<file path="config.mk">
export PLATFORM = sky130hd
export DESIGN_NAME = uart_cmd_rcv
export DESIGN_NICKNAME = d
export VERILOG_FILES = /design/src/rtl/uart_cmd_rcv.sv
export SDC_FILE = /design/constraint.sdc
export NUM_CORES = 1
export LEC_CHECK = 0
export CAP_MARGIN = 20
export CORE_ASPECT_RATIO = 1.5
export CORE_MARGIN = 2
export CORE_UTILIZATION = 55
export DETAILED_ROUTE_END_ITERATION = 8
export HOLD_SLACK_MARGIN = 0.1
export PLACE_DENSITY = 0.87
export SLEW_MARGIN = 20
export SYNTH_ARGS = -nofsm -noshare
export SYNTH_HDL_FRONTEND = slang
export SYNTH_SLANG_ARGS = --single-unit
</file>
<file path="constraint.sdc">
create_clock -name clk -period 3.25 [get_ports clk]
set_input_delay 0.975 -clock clk [delete_from_list [all_inputs] [get_ports clk]]
set_output_delay 0.975 -clock clk [all_outputs]
set_load 0.03 [all_outputs]
</file>
<file path="src/rtl/uart_cmd_rcv.sv">
// uart_cmd_rcv: copter-side UART endpoint of the wireless command link.
// Receives 3-byte frames (opcode, data high, data low) on RX and presents them
// as cmd/data with a cmd_rdy flag; serializes 8-bit responses out on TX.
// Optional feature macro: UART_CMD_TIMEOUT_EN -- when defined, a partial frame
// is dropped if the gap between its bytes reaches TIMEOUT_CYC clocks.
`timescale 1ns/1ps

module uart_cmd_rcv #(
    parameter int          BAUD_DIV    = 2604,
    parameter logic [19:0] TIMEOUT_CYC = 20'd1_000_000
) (
    input  logic        clk,
    input  logic        rst,
    input  logic        RX,
    output logic        TX,
    output logic [7:0]  cmd,
    output logic [15:0] data,
    output logic        cmd_rdy,
    input  logic        clr_cmd_rdy,
    input  logic [7:0]  resp,
    input  logic        snd_resp,
    output logic        resp_sent,
    output logic        tx_busy
);

    localparam int CW = $clog2(BAUD_DIV);
    localparam logic [CW-1:0] BAUD_LAST = CW'(BAUD_DIV - 1);
    localparam logic [CW-1:0] HALF_LAST = CW'(BAUD_DIV / 2 - 1);

    localparam logic [0:0] RX_IDLE = 1'b0;
    localparam logic [0:0] RX_BUSY = 1'b1;

    localparam logic [1:0] WAIT_CMD = 2'd0;
    localparam logic [1:0] WAIT_HI  = 2'd1;
    localparam logic [1:0] WAIT_LO  = 2'd2;

    localparam logic [0:0] TX_IDLE     = 1'b0;
    localparam logic [0:0] TX_TRANSMIT = 1'b1;

    logic            rx_s1_q, rx_s2_q, rx_s3_q;
    logic [0:0]      rx_state_q, rx_state_d;
    logic [CW-1:0]   rx_baud_q, rx_baud_d;
    logic [3:0]      rx_bit_q, rx_bit_d;
    logic [7:0]      rx_sh_q, rx_sh_d;
    logic            start_det, byte_vld, frame_err;

    logic [1:0]      frm_state_q, frm_state_d;
    logic [7:0]      cmd_hold_q, cmd_hold_d;
    logic [7:0]      hi_hold_q, hi_hold_d;
    logic [7:0]      cmd_q, cmd_d;
    logic [15:0]     data_q, data_d;
    logic            cmd_rdy_q, cmd_rdy_d;

    logic [0:0]      tx_state_q, tx_state_d;
    logic [CW-1:0]   tx_baud_q, tx_baud_d;
    logic [3:0]      tx_bit_q, tx_bit_d;
    logic [8:0]      tx_sh_q, tx_sh_d;
    logic            tx_q, tx_d;
    logic            resp_sent_q, resp_sent_d;

    // Two-flop synchronizer for RX plus a third stage used for edge detection.
    always_ff @(posedge clk) begin
        if (rst) begin
            {rx_s1_q, rx_s2_q, rx_s3_q} <= 3'b111;
        end else begin
            {rx_s1_q, rx_s2_q, rx_s3_q} <= {RX, rx_s1_q, rx_s2_q};
        end
    end

    // Byte receiver: find the start edge, then sample mid-bit start, 8 data bits, stop.
    always_comb begin
        rx_state_d = rx_state_q;
        rx_baud_d  = rx_baud_q;
        rx_bit_d   = rx_bit_q;
        rx_sh_d    = rx_sh_q;
        start_det  = 1'b0;
        byte_vld   = 1'b0;
        frame_err  = 1'b0;
        case (rx_state_q)
            RX_IDLE: begin
                if (!rx_s2_q && rx_s3_q) begin
                    start_det  = 1'b1;
                    rx_state_d = RX_BUSY;
                    rx_baud_d  = HALF_LAST;
                    rx_bit_d   = 4'd0;
                end
            end
            default: begin
                if (rx_baud_q != '0) begin
                    rx_baud_d = rx_baud_q - 1'b1;
                end else begin
                    rx_baud_d = BAUD_LAST;
                    if (rx_bit_q == 4'd0) begin
                        if (rx_s2_q) begin
                            rx_state_d = RX_IDLE;
                        end else begin
                            rx_bit_d = 4'd1;
                        end
                    end else if (rx_bit_q == 4'd9) begin
                        rx_state_d = RX_IDLE;
                        if (rx_s2_q) begin
                            byte_vld = 1'b1;
                        end else begin
                            frame_err = 1'b1;
                        end
                    end else begin
                        rx_sh_d  = {rx_s2_q, rx_sh_q[7:1]};
                        rx_bit_d = rx_bit_q + 4'd1;
                    end
                end
            end
        endcase
    end

`ifdef UART_CMD_TIMEOUT_EN
    logic [19:0] tmo_cnt_q, tmo_cnt_d;

    // Inter-byte gap counter: idle while waiting for an opcode, restarts at every start bit.
    always_comb begin
        if (frm_state_q == WAIT_CMD || start_det) begin
            tmo_cnt_d = '0;
        end else if (tmo_cnt_q != TIMEOUT_CYC) begin
            tmo_cnt_d = tmo_cnt_q + 20'd1;
        end else begin
            tmo_cnt_d = tmo_cnt_q;
        end
    end

    // Gap counter register.
    always_ff @(posedge clk) begin
        if (rst) begin
            tmo_cnt_q <= '0;
        end else begin
            tmo_cnt_q <= tmo_cnt_d;
        end
    end
`else
    // TIMEOUT_CYC only matters with the timeout feature; kept so instantiations match both builds.
    if (TIMEOUT_CYC == 20'd0) begin : g_timeout_unused
    end
`endif

    // Frame assembler: collect opcode/high/low, publish cmd/data only on a complete frame.
    always_comb begin
        frm_state_d = frm_state_q;
        cmd_hold_d  = cmd_hold_q;
        hi_hold_d   = hi_hold_q;
        cmd_d       = cmd_q;
        data_d      = data_q;
        cmd_rdy_d   = cmd_rdy_q;
        if (clr_cmd_rdy || (start_det && frm_state_q == WAIT_CMD)) begin
            cmd_rdy_d = 1'b0;
        end
        if (frame_err) begin
            frm_state_d = WAIT_CMD;
        end else if (byte_vld) begin
            case (frm_state_q)
                WAIT_CMD: begin
                    cmd_hold_d  = rx_sh_q;
                    frm_state_d = WAIT_HI;
                end
                WAIT_HI: begin
                    hi_hold_d   = rx_sh_q;
                    frm_state_d = WAIT_LO;
                end
                WAIT_LO: begin
                    cmd_d       = cmd_hold_q;
                    data_d      = {hi_hold_q, rx_sh_q};
                    cmd_rdy_d   = 1'b1;
                    frm_state_d = WAIT_CMD;
                end
                default: frm_state_d = WAIT_CMD;
            endcase
        end
`ifdef UART_CMD_TIMEOUT_EN
        else if (tmo_cnt_q == TIMEOUT_CYC && frm_state_q != WAIT_CMD) begin
            frm_state_d = WAIT_CMD;
        end
`endif
    end

    // Transmitter: latch {stop, resp} and shift one bit every BAUD_DIV clocks after the start bit.
    always_comb begin
        tx_state_d  = tx_state_q;
        tx_baud_d   = tx_baud_q;
        tx_bit_d    = tx_bit_q;
        tx_sh_d     = tx_sh_q;
        tx_d        = tx_q;
        resp_sent_d = 1'b0;
        case (tx_state_q)
            TX_IDLE: begin
                if (snd_resp) begin
                    tx_state_d = TX_TRANSMIT;
                    tx_d       = 1'b0;
                    tx_sh_d    = {1'b1, resp};
                    tx_bit_d   = 4'd0;
                    tx_baud_d  = BAUD_LAST;
                end
            end
            default: begin
                if (tx_baud_q != '0) begin
                    tx_baud_d = tx_baud_q - 1'b1;
                end else if (tx_bit_q == 4'd9) begin
                    tx_state_d  = TX_IDLE;
                    tx_d        = 1'b1;
                    resp_sent_d = 1'b1;
                end else begin
                    tx_d      = tx_sh_q[0];
                    tx_sh_d   = {1'b1, tx_sh_q[8:1]};
                    tx_bit_d  = tx_bit_q + 4'd1;
                    tx_baud_d = BAUD_LAST;
                end
            end
        endcase
    end

    // State registers for receiver, frame assembler and transmitter.
    always_ff @(posedge clk) begin
        if (rst) begin
            rx_state_q  <= RX_IDLE;
            rx_baud_q   <= '0;
            rx_bit_q    <= '0;
            rx_sh_q     <= '0;
            frm_state_q <= WAIT_CMD;
            cmd_hold_q  <= '0;
            hi_hold_q   <= '0;
            cmd_q       <= '0;
            data_q      <= '0;
            cmd_rdy_q   <= 1'b0;
            tx_state_q  <= TX_IDLE;
            tx_baud_q   <= '0;
            tx_bit_q    <= '0;
            tx_sh_q     <= '1;
            tx_q        <= 1'b1;
            resp_sent_q <= 1'b0;
        end else begin
            rx_state_q  <= rx_state_d;
            rx_baud_q   <= rx_baud_d;
            rx_bit_q    <= rx_bit_d;
            rx_sh_q     <= rx_sh_d;
            frm_state_q <= frm_state_d;
            cmd_hold_q  <= cmd_hold_d;
            hi_hold_q   <= hi_hold_d;
            cmd_q       <= cmd_d;
            data_q      <= data_d;
            cmd_rdy_q   <= cmd_rdy_d;
            tx_state_q  <= tx_state_d;
            tx_baud_q   <= tx_baud_d;
            tx_bit_q    <= tx_bit_d;
            tx_sh_q     <= tx_sh_d;
            tx_q        <= tx_d;
            resp_sent_q <= resp_sent_d;
        end
    end

    assign TX        = tx_q;
    assign cmd       = cmd_q;
    assign data      = data_q;
    assign cmd_rdy   = cmd_rdy_q;
    assign resp_sent = resp_sent_q;
    assign tx_busy   = (tx_state_q == TX_TRANSMIT);

endmodule

</file>
# Word-level counts from Yosys, hierarchy flattened
# Index checks and enable logic that the tools add are counted.
# Widths: inputs -> output; s select.
# word_totals
output_inout_bits	28
elab_cells	109
register_bits	99
# classes
bitwise_logic	5
reduce_logical	20
addsub	4
eq_ne	10
mux	51
# ops
op	n
$mux 12	7
$mux 4	10
$mux 9	4
$mux 1	29
$reduce_bool 12->1	2
$sub 12x1->12 const B	2
$reduce_and 3->1	4
$ne 3x3->1 const B	3
$add 4x1->4 const B	2
$eq 4x4->1 const B	2
$reduce_and 4->1	2
$ne 2x2->1 const B	3
$not 1->1	5
$logic_not 4->1	1
$pmux 2 s2	1
$reduce_and 2->1	2
$reduce_bool 2->1	2
$reduce_or 3->1	1
$eq 2x1->1 const B	1
$eq 2x2->1 const B	1
$logic_and 1x1->1	2
$logic_not 2->1	1
$reduce_or 2->1	1
$logic_not 1->1	1
$logic_or 1x1->1	1

# Depth between registers and ports, before layout
# logic_depth
word_depth	10
depth_mapped	9
depth_no_buf	6

# Worst setup path after synthesis
# No wires, ideal clock.
# synth_path
kind	input-to-reg
startpoint	input rst
endpoint	register rx_baud_q[9]
t_required_ps	3176
path_stages	6
n_path_buf	3
arrival_time_ps	2068
setup_time_ps	74
path_slack_ps	1108
cell_sequence	clkbuf_1 -> inv_1 -> clkbuf_1 -> buf_1 -> o21ai_0 -> a31oi_1
# synth_lines
item	line	source
start: declaration	13	input logic rst,
end signal: assignment	238	rx_baud_q <= rx_baud_d;
end: declaration	42	logic [CW-1:0] rx_baud_q, rx_baud_d;

# Worst setup path after layout
# layout_path
startpoint	register tx_state_q (netlist: tx_busy)
endpoint	output tx_busy
# layout_lines
item	line	source
start: declaration	54	logic [0:0] tx_state_q, tx_state_d;
start signal: assignment	247	tx_state_q <= tx_state_d;
end: declaration	23	output logic tx_busy
# No word-level cell between the ends.

==> qor.log <==
[clock_tree] clock edge transition at the registers on the reported setup and hold paths 70 ps
[finish] most common cell after layout, fill and taps aside sky130_fd_sc_hd__dfxtp_1
[clock_tree] hold buffer count at CTS 0
[synthesis] number of enable flip-flop cells after synthesis 0
[floorplanning] Std-Cell Rows 40
[floorplanning] starting density of the core 0.5654
[worst_setup_path] reg2reg start rx_baud_q[0]$_SDFFE_PP0N_
[timing] fraction of the cycle the final worst path needs 0.8027
[worst_setup_path] kind of start point of the critical path register
[synthesis] share of the synthesized area in the top cell type 0.4360
[finish] area of combinational cells with multiple inputs 0.002357 mm^2
[clock_tree] total setup buffers inserted after CTS 0
[clock_tree] number of buffers added by the clock tree synthesis step 9
[synthesis] netlist area before placement 0.004499 mm^2
[floorplanning] core region area 0.007958 mm^2
[timing] setup TNS after final layout 0 ps
[synthesis] area leader, netlist sky130_fd_sc_hd__dfxtp_1
[global_route] global-route wire length before repair 17530 um
[worst_setup_path] Critical Path Max Stage Delay 750 ps
[route] First-pass DRT Iterations 5
[clock_tree] number of sinks on the clock net 98
[worst_setup_path] type of the worst setup path register to output port
[finish] Register Area 0.001962 mm^2
[clock_tree] Clock H-tree levels 3
[timing] relative max-transition margin 0.3646
[pwr] peak supply drop 0.3675 mV
[placed_design] routability congestion estimate 0.9149
[timing] hold violation total from the final report 0
[synthesis] cells after synthesis 491
[worst_setup_path] Reg2Reg Capture Point data[1]$_SDFFE_PP0P_
[hold_path] kind of path behind the tightest hold check register to register
[worst_setup_path] R2R Setup Slk 900 ps
[clock_tree] cell at the root of the clock tree sky130_fd_sc_hd__clkbuf_16
[route] Final Routed Wirelength 10300 um
[route] count of routing violations after the opening detailed-route iteration 259
[hold_path] Worst Min Path Start rx_s1_q$_SDFF_PP1_
[timing] RSZ-0062 raised after global routing false
[finish] fillers 608
[route] per-cell via count in the routed design 6.066
[route] number of design rule violations left after detail routing 0
[route] vias 3840
[placed_design] placement-stage worst setup slack 531.4 ps
[timing] PnR worst setup slack 641.2 ps
[synthesis] warnings from Yosys 0
[placed_design] Detailed Place HPWL 7051 um
[timing] Worst-Margin Slew 949.6 ps
[worst_setup_path] Buf/Inv on CP 1
[hold_path] number of cells on the worst hold path 1
[synthesis] proportion of synthesized flip-flops having asynchronous set or reset 0
[clock_tree] Clock Path Buffers 2
[route] post-route ant nets 0
[synthesis] number of library cell types mapped by synthesis 54
[clock_tree] post-cts sizing count 0
[worst_setup_path] Largest delay share family, worst path buffers and inverters
[timing] largest clock skew in the final design 7.294 ps
[global_route] overall global routing resource usage 0.2417
[synthesis] total nets after synthesis 513
[clock_tree] clock insertion delay at the later pin of the skew report 350 ps
[floorplanning] Die Height 114.8 um
[worst_setup_path] critical path data required time 2270 ps
[floorplanning] floorplan die area 0.008935 mm^2
[synthesis] Synth Flop Type sky130_fd_sc_hd__dfxtp_1
[global_route] pin count of the biggest net entering global routing 61
[route] average routed wire per standard cell 16.27 um
[synthesis] post-synthesis sequential element count 98
[worst_setup_path] depth of the most critical reg-to-reg path 8
[finish] share of cells above drive strength 1 0.07765
[finish] count of antenna diodes in the layout 0
[synthesis] post-synthesis area per instance 9.164 um^2
[hold_path] end point of the worst hold path rx_s2_q$_SDFF_PP1_
[run_status] run status finished, final reports clean
[pwr] power density normalized to cell area 513.6 mW/mm^2
[global_route] final global-route overflow total 0
[worst_setup_path] Crit. End Element output port
[finish] nets 545
[worst_setup_path] Worst EP arrival 1630 ps
[synthesis] top cells by area, synth sky130_fd_sc_hd__dfxtp_1 44%, sky130_fd_sc_hd__mux2i_1 12%, sky130_fd_sc_hd__nand2_1 5.8%
[timing] Final Critical Period 2609 ps
[synthesis] sequential cell area fraction in the yosys report 0.4360
[global_route] number of antenna violations at the first check in global routing 0
[floorplanning] number of top-level design ports 41
[floorplanning] horizontal extent of the die 77.85 um
[worst_setup_path] worst-path cell with the longest stage delay sky130_fd_sc_hd__clkdlybuf4s50_1
[clock_tree] CTS tree done
[finish] growth of design area from synthesis to finish 17.69%
[timing] maximum operating frequency 0.3833 GHz
[worst_setup_path] critical path cell sequence clkdlybuf4s50_1
[pwr] static leakage power 0.001920 uW
[finish] most used cells in the layout excluding fill and tap cells 98 x sky130_fd_sc_hd__dfxtp_1, 70 x sky130_fd_sc_hd__nand2_1, 55 x sky130_fd_sc_hd__mux2i_1
[global_route] vias in the first global route 3838
[placed_design] port buffer count 40
[timing] total of endpoints with negative setup slack in the final report 0
[flow_run] number of maximum-capacitance violations 0
[timing] max-slew violations 0
[worst_setup_path] maximum fanout encountered on the critical timing path 12
## report_power, final
part | switching (uW) | internal (uW) | total [uW] | leakage (uW)
logic | 204 | 141 | 346 | 0.000974
registers | 48.6 | 1240 | 1290 | 0.000796
clock network | 462 | 622 | 1080 | 0.000150
total | 714 | 2010 | 2720 | 0.00192
## cells in the mapped netlist (4+ instances only)
cell type,n
sky130_fd_sc_hd__nor3_1,6
sky130_fd_sc_hd__and4_1,5
sky130_fd_sc_hd__a31oi_1,8
sky130_fd_sc_hd__buf_2,6
sky130_fd_sc_hd__and3_1,4
sky130_fd_sc_hd__or3_1,7
sky130_fd_sc_hd__nand3_1,14
sky130_fd_sc_hd__nand4_1,7
sky130_fd_sc_hd__or2_2,4
sky130_fd_sc_hd__o21ai_0,13
sky130_fd_sc_hd__a21oi_1,24
sky130_fd_sc_hd__o31ai_1,6
sky130_fd_sc_hd__and2_1,10
sky130_fd_sc_hd__a21o_1,4
sky130_fd_sc_hd__nand4b_1,4
sky130_fd_sc_hd__dfxtp_1,98
sky130_fd_sc_hd__mux2i_1,55
sky130_fd_sc_hd__nand2_1,70
sky130_fd_sc_hd__or4_1,7
sky130_fd_sc_hd__clkbuf_1,15
sky130_fd_sc_hd__a211oi_1,14
sky130_fd_sc_hd__ha_1,9
sky130_fd_sc_hd__nor2_1,26
sky130_fd_sc_hd__inv_1,18
sky130_fd_sc_hd__a221oi_1,4
## routing by layer
layer / GRT usage / wire [um] / vias to the layer above
li1: - / - / 1856
met1: 0.2781 / 4233 / 1834
met2: 0.4264 / 5314 / 121
met3: 0.04082 / 431 / 29
met4: 0.1286 / 322 / 0
met5: 0 / 0 / -
## metrics by stage
| step | hold WS [ps] | utilization | total power, uW | cells | area, um^2 |
|---|---|---|---|---|---|
| after global placement | 409.7 | 0.6272 | 1642 | 617 | 4991 |
| after detailed placement | 405.2 | 0.6272 | 1654 | 617 | 4991 |
| after CTS | 419.9 | 0.6654 | 2727 | 633 | 5295 |
| after floorplan | 389.5 | - | 1550 | 491 | 4499 |
| final | 420.5 | 0.6654 | 2720 | 633 | 5295 |
| after global routing | 434.2 | 0.6654 | 2820 | 633 | 5295 |
## kinds of logic (layout without fill, tap and decap cells)
kind of cell,count (synthesis),count (layout),synth area share
AO/OA/AOI/OAI,94,94,0.1418
XOR/XNOR,1,1,0.001947
adder cells (fa/ha/maj),9,9,0.02503
buffers and inverters,45,82,0.04199
flip-flops,98,98,0.4360
multiplexers,55,55,0.1224
AND/OR/NAND/NOR,189,189,0.2308
## flip-flops by register name (all words and copies together), names as in the netlist
name         flops
TX               1
cmd              8
cmd_hold_q       8
cmd_rdy          1
data            16
frm_state_q      2
hi_hold_q        8
resp_sent        1
rx_baud_q       12
rx_bit_q         4
rx_s1_q          1
rx_s2_q          1
rx_s3_q          1
rx_sh_q          8
rx_state_q       1
tx_baud_q       12
tx_bit_q         4
tx_busy          1
tx_sh_q          8
## layout make-up
type                            instances  area share
Multi-Input combinational cell        348      0.4452
Sequential cell                        98      0.3705
Timing Repair Buffer                   48     0.08932
Clock buffer                           11     0.04584
Tap cell                              105     0.02481
Inverter                               18     0.01276
Clock inverter                          5     0.01158
## worst max path at each step
stage / start / end / slack (ps) / depth (start not counted)
floorplan: rst / rx_baud_q[9]$_SDFFE_PP0N_ / 1110 / 6
global placement: snd_resp / tx_sh_q[6]$_SDFFE_PP1P_ / 620 / 4
detailed placement: snd_resp / tx_sh_q[0]$_SDFFE_PP1P_ / 530 / 4
CTS: tx_busy$_SDFF_PP0_ / tx_busy / 650 / 1
global route: tx_busy$_SDFF_PP0_ / tx_busy / 560 / 1
finish: tx_busy$_SDFF_PP0_ / tx_busy / 640 / 1
Note: power is estimated with default switching activity, not from simulation.
